`src/rtl/ulpi_reg_sequencer.sv`:
```
// ULPI PHY register read/write sequencer: drives TX CMD, data and STP phases and
// yields the bus to the PHY (dir) or the packet engine (pkt_active).
module ulpi_reg_sequencer #(
  parameter int TIMEOUT_CYCLES = 255,
  parameter int MAX_RETRY      = 3
) (
  input  logic       hclk,
  input  logic       reset,
  input  logic       req_valid,
  output logic       req_ready,
  input  logic       req_write,
  input  logic [5:0] req_addr,
  input  logic [7:0] req_wdata,
  output logic       rsp_valid,
  output logic [7:0] rsp_rdata,
  output logic       rsp_err,
  input  logic       pkt_active,
  output logic       reg_own,
  input  logic       ulpi_dir,
  input  logic       ulpi_nxt,
  input  logic [7:0] ulpi_data_i,
  output logic [7:0] ulpi_data_o,
  output logic       ulpi_stp
);
  localparam int CNT_W = $clog2(TIMEOUT_CYCLES + 1);
  localparam int RTY_W = $clog2(MAX_RETRY + 2);
  localparam logic [CNT_W-1:0] CNT_LAST = CNT_W'(TIMEOUT_CYCLES - 1);
  localparam logic [RTY_W-1:0] RTY_MAX  = RTY_W'(MAX_RETRY);

  typedef enum logic [2:0] {
    S_IDLE, S_CMD, S_WDATA, S_STP, S_RTURN, S_RDATA, S_REND, S_WAIT_BUS
  } state_t;

  state_t           state_q, state_d;
  logic             write_q, write_d;
  logic [5:0]       addr_q, addr_d;
  logic [7:0]       wdata_q, wdata_d;
  logic [RTY_W-1:0] retry_q, retry_d;
  logic [CNT_W-1:0] cnt_q, cnt_d;
  logic             to_q, to_d;
  logic [7:0]       data_q, data_d;
  logic             stp_q, stp_d;
  logic             rsp_valid_q, rsp_valid_d;
  logic             rsp_err_q, rsp_err_d;
  logic [7:0]       rdata_q, rdata_d;
  logic             timeout_hit;

  always_ff @(posedge hclk or posedge reset) begin
    if (reset) begin
      state_q     <= S_IDLE;
      write_q     <= 1'b0;
      addr_q      <= '0;
      wdata_q     <= '0;
      retry_q     <= '0;
      cnt_q       <= '0;
      to_q        <= 1'b0;
      data_q      <= '0;
      stp_q       <= 1'b0;
      rsp_valid_q <= 1'b0;
      rsp_err_q   <= 1'b0;
      rdata_q     <= '0;
    end else begin
      state_q     <= state_d;
      write_q     <= write_d;
      addr_q      <= addr_d;
      wdata_q     <= wdata_d;
      retry_q     <= retry_d;
      cnt_q       <= cnt_d;
      to_q        <= to_d;
      data_q      <= data_d;
      stp_q       <= stp_d;
      rsp_valid_q <= rsp_valid_d;
      rsp_err_q   <= rsp_err_d;
      rdata_q     <= rdata_d;
    end
  end

  // A response cycle blocks acceptance so a new request starts the cycle after.
  assign req_ready   = (state_q == S_IDLE) && !ulpi_dir && !pkt_active && !rsp_valid_q && !reset;
  assign timeout_hit = (cnt_q == CNT_LAST);

  always_comb begin
    state_d     = state_q;
    write_d     = write_q;
    addr_d      = addr_q;
    wdata_d     = wdata_q;
    retry_d     = retry_q;
    to_d        = to_q;
    rsp_valid_d = 1'b0;
    rsp_err_d   = 1'b0;
    rdata_d     = rdata_q;
    case (state_q)
      S_IDLE: begin
        if (req_valid && req_ready) begin
          write_d = req_write;
          addr_d  = req_addr;
          wdata_d = req_wdata;
          retry_d = '0;
          to_d    = 1'b0;
          state_d = S_CMD;
        end
      end
      S_CMD: begin
        if (ulpi_dir) begin
          retry_d = retry_q + RTY_W'(1);
          state_d = S_WAIT_BUS;
        end else if (ulpi_nxt) begin
          state_d = write_q ? S_WDATA : S_RTURN;
        end else if (timeout_hit) begin
          rsp_valid_d = 1'b1;
          rsp_err_d   = 1'b1;
          state_d     = S_IDLE;
        end
      end
      S_WDATA: begin
        if (ulpi_dir) begin
          retry_d = retry_q + RTY_W'(1);
          state_d = S_WAIT_BUS;
        end else if (ulpi_nxt) begin
          state_d = S_STP;
        end else if (timeout_hit) begin
          // Finish with STP so the PHY is not left mid-transmit.
          to_d    = 1'b1;
          state_d = S_STP;
        end
      end
      S_STP: begin
        rsp_valid_d = 1'b1;
        rsp_err_d   = to_q;
        state_d     = S_IDLE;
      end
      S_RTURN: begin
        if (ulpi_dir) begin
          state_d = S_RDATA;
        end else if (timeout_hit) begin
          rsp_valid_d = 1'b1;
          rsp_err_d   = 1'b1;
          state_d     = S_IDLE;
        end
      end
      S_RDATA: begin
        if (ulpi_dir && !ulpi_nxt) begin
          rdata_d = ulpi_data_i;
          state_d = S_REND;
        end else begin
          retry_d = retry_q + RTY_W'(1);
          state_d = S_WAIT_BUS;
        end
      end
      S_REND: begin
        if (!ulpi_dir) begin
          rsp_valid_d = 1'b1;
          state_d     = S_IDLE;
        end else if (timeout_hit) begin
          rsp_valid_d = 1'b1;
          rsp_err_d   = 1'b1;
          state_d     = S_IDLE;
        end
      end
      S_WAIT_BUS: begin
        if (!ulpi_dir && !pkt_active) begin
          if (retry_q <= RTY_MAX) begin
            state_d = S_CMD;
          end else begin
            rsp_valid_d = 1'b1;
            rsp_err_d   = 1'b1;
            state_d     = S_IDLE;
          end
        end
      end
      default: state_d = S_IDLE;
    endcase

    cnt_d = '0;
    if ((state_d == state_q) && (state_q inside {S_CMD, S_WDATA, S_RTURN, S_REND}))
      cnt_d = cnt_q + CNT_W'(1);

    // Bus outputs are registered from the next state so they line up with it.
    data_d = 8'h00;
    if (state_d == S_CMD)
      data_d = {(write_d ? 2'b10 : 2'b11), addr_d};
    else if (state_d == S_WDATA)
      data_d = wdata_d;
    stp_d = (state_d == S_STP);
  end

  always_comb begin
    reg_own = 1'b0;
    case (state_q)
      S_CMD, S_WDATA, S_STP:                    reg_own = 1'b1;
      S_RTURN, S_RDATA, S_REND, S_WAIT_BUS:     reg_own = !ulpi_dir;
      default:                                  reg_own = 1'b0;
    endcase
  end

  assign ulpi_data_o = data_q;
  assign ulpi_stp    = stp_q;
  assign rsp_valid   = rsp_valid_q;
  assign rsp_err     = rsp_err_q;
  assign rsp_rdata   = rdata_q;
endmodule

```
`config.mk`:
```
export PLATFORM = sky130hd
export DESIGN_NAME = ulpi_reg_sequencer
export DESIGN_NICKNAME = d
export VERILOG_FILES = /design/src/rtl/ulpi_reg_sequencer.sv
export SDC_FILE = /design/constraint.sdc
export NUM_CORES = 1
export LEC_CHECK = 0
export CORE_MARGIN = 1.5
export CORE_UTILIZATION = 50
export DETAILED_ROUTE_END_ITERATION = 10
export HOLD_SLACK_MARGIN = 0.12
export PLACE_DENSITY = 0.84
export SYNTH_ARGS = -nofsm -noshare
export SYNTH_HDL_FRONTEND = slang
export SYNTH_SLANG_ARGS = --single-unit
```
`constraint.sdc`:
```
create_clock -name hclk -period 2.5 [get_ports hclk]
set_input_delay 0.375 -clock hclk [delete_from_list [all_inputs] [get_ports hclk]]
set_output_delay 0.375 -clock hclk [all_outputs]
set_load 0.02 [all_outputs]
```
==> flow_summary.ini <==
[status]
status = finished, final reports clean

[synth]
syn-num-nets = 259
ys.flop_type = dfrtp_1
synth_area_per_cell_um2 = 10.53
yosysWarnings = 0
synth_cells = 226
async_reset_ff_share_pct = 100.0
synth_cell_type_count = 41
synth-edff-count = 0
synth_area_um2 = 2380
yosysSeqAreaShare_pct = 51.52
ys_ff_latch = 49

[global_route]
grt_pass1_wl_mm = 8.183
grt_pass1_vias = 1831
grt_max_degree = 23
antenna_found_initial = 0
overflow = 0
grtUsageTotal_pct = 20.35

[timing]
fin_skew_ps = 8.026
max_slew_margin_pct = 71.14
setup_viol = 0
rsz0062_at_grt = no
final_hold_viol_count = 0
worstMarginPinSlew_ps = 432.3
fin_crit_ps = 2413
final.period_utilization_pct = 96.50
max_freq_mhz = 414.5
drv_slew = 0

[finish]
syn2layout_area_growth_pct = 30.86
diodes = 0
final_nets = 320
instances_no_fill = 340
drive_gt1_share_pct = 16.67
final_area_um2 = 3114
fillers = 347
final_cell_mix = 49 x dfrtp_1, 49 x clkdlybuf4s50_1, 32 x nand2_1

[cts]
postCtsHoldBufs = 0
cts_sinks = 49
cts_tree = done
cts_buffers = 5
clk_latency_ps = 310
clk_path_buf_depth = 2
clk_pin_slew_worst_paths_ps = 90
cts_setup_buffers = 0
cts_resized = 0
cts_root_buffer = clkbuf_8
clock_tree.htree_level_count = 2

[worst_setup_path]
end_kind = output pin
cp_max_fo = 4
crit_arrival_ps = 2040
ff2ff_setup_slack_ps = 350
path_class = input port to output pin
crit_required_ps = 2120
start_kind = input port

[drt]
drtIter0Drc = 232
dr.pass1.iters = 5
drc = 0
wirelength_mm = 4.838
vias = 1865
vias_per_cell = 5.485
routedWlPerCell_um = 14.23
postRouteAntennaNets = 0

[die]
die_h_um = 71.99
core.rowCount = 24
die-area_um2 = 5183
die_x_um = 71.99
start_util_pct = 53.19
core_area_um2 = 4474
pin_count = 50

[placement]
port_buffers = 49
dpl.cell_count = 332
dpl_cell_area_um2 = 3003
dp_hpwl_mm = 3.518
gp_congestion = 0.8743

[pwr]
peakVddDrop_mv = 0.6548
powerDensity_nw_per_um2 = 1129
leakagePower_nw = 1.414

[min_path]
hold_path_class = input port to async pin

[flow_run]
maxCapViolCount = 0
==> metrics by stage <==
stage | total power (W) | hold slack (ps) | utilization (%) | setup TNS (ps) | worst slack [ps]
after floorplan | 0.002362 | 464.7 | - | 0 | 535.2
after global placement | 0.002903 | 455.0 | 67.11 | 0 | 89.92
after detailed placement | 0.002957 | 464.2 | 67.11 | -85.91 | -22.96
after CTS | 0.003531 | 482.1 | 69.60 | 0 | 75.02
after global routing | 0.003762 | 499.8 | 69.60 | 0 | 20.18
final | 0.003514 | 464.3 | 69.60 | 0 | 87.41
==> cells by family (layout without fill, tap and decap cells) <==
kind of cell | after synthesis | after routing | share of synthesized area [%]
fa+ha+maj | 4 | 4 | 2.103
flops | 49 | 49 | 51.52
xor+xnor | 7 | 7 | 2.576
simple gates | 88 | 88 | 19.30
buf+inv | 19 | 81 | 3.628
compound gates | 39 | 39 | 10.94
mux | 20 | 20 | 9.937
==> power breakdown <==
part           internal (W)  switching, W  total (W)
Sequential          0.00107      0.000132    0.00120
Combinational      0.000805      0.000942    0.00175
Clock              0.000300      0.000265   0.000566
==> area by class of cell <==
cell class	count	area, µm²	share of cell area, %
timing repair buffer	66	618.1	19.85
clock buffer	6	72.57	2.330
inverter	7	26.28	0.8437
multi-input combinational	158	1067	34.27
sequential	49	1226	39.37
tap	52	65.06	2.089
clock inverter	2	38.79	1.245
==> state kept, by name, summed over array words and instances, names as in the netlist, 3 cells and up <==
register and flops:
addr_q 6, cnt_q 8, retry_q 3, rsp_rdata 8
state_q 3, ulpi_data_o 8, wdata_q 8
==> routing by layer <==
metal	up-vias	global-route usage [%]	wire length, µm
li1	915	-	-
met1	882	25.92	2036
met2	64	34.36	2469
met3	4	5.278	276
met4	0	6.080	55
met5	-	0	0
==> cell usage after synthesis (all sizes together) (3+ instances only) <==
| cell type | n | area (µm²) |
|---|---|---|
| nand3b | 8 | 60.06 |
| buf | 9 | 48.80 |
| inv | 7 | 26.28 |
| nand3 | 14 | 70.07 |
| clkbuf | 3 | 11.26 |
| dfrtp | 49 | 1226 |
| a21oi | 15 | 75.07 |
| nor4 | 4 | 40.04 |
| o21ai | 3 | 15.01 |
| a211oi | 3 | 22.52 |
| nand2b | 5 | 31.28 |
| mux2 | 16 | 183.9 |
| nor2 | 16 | 60.06 |
| mux2i | 4 | 52.55 |
| ha | 4 | 50.05 |
| nand2 | 32 | 120.1 |
| xor2 | 5 | 43.79 |
| nor3 | 3 | 20.02 |
==> critical path, cell delays in order <==
cell	delay (ps)
clkdlybuf4s50_1	490
nor4_4	400
and2_1	180
clkdlybuf4s50_1	600
==> worst paths after layout <==
| kind | start | endpoint | cells past startpoint |
|---|---|---|---|
| min | reset | rsp_rdata[5]$_DFFE_PP0P_ | 2 |
| max in group asynchronous | reset | state_q[2]$_DFF_PP0_ | 3 |
| max | ulpi_dir | req_ready | 4 |
| max reg2reg | retry_q[0]$_DFFE_PP0P_ | ulpi_data_o[5]$_DFF_PP0_ | 9 |
| min reg2reg | rsp_rdata[2]$_DFFE_PP0P_ | rsp_rdata[2]$_DFFE_PP0P_ | 2 |
| min in group hclk | rsp_rdata[2]$_DFFE_PP0P_ | rsp_rdata[2]$_DFFE_PP0P_ | 2 |
Note: power is estimated with default switching activity, not from simulation.
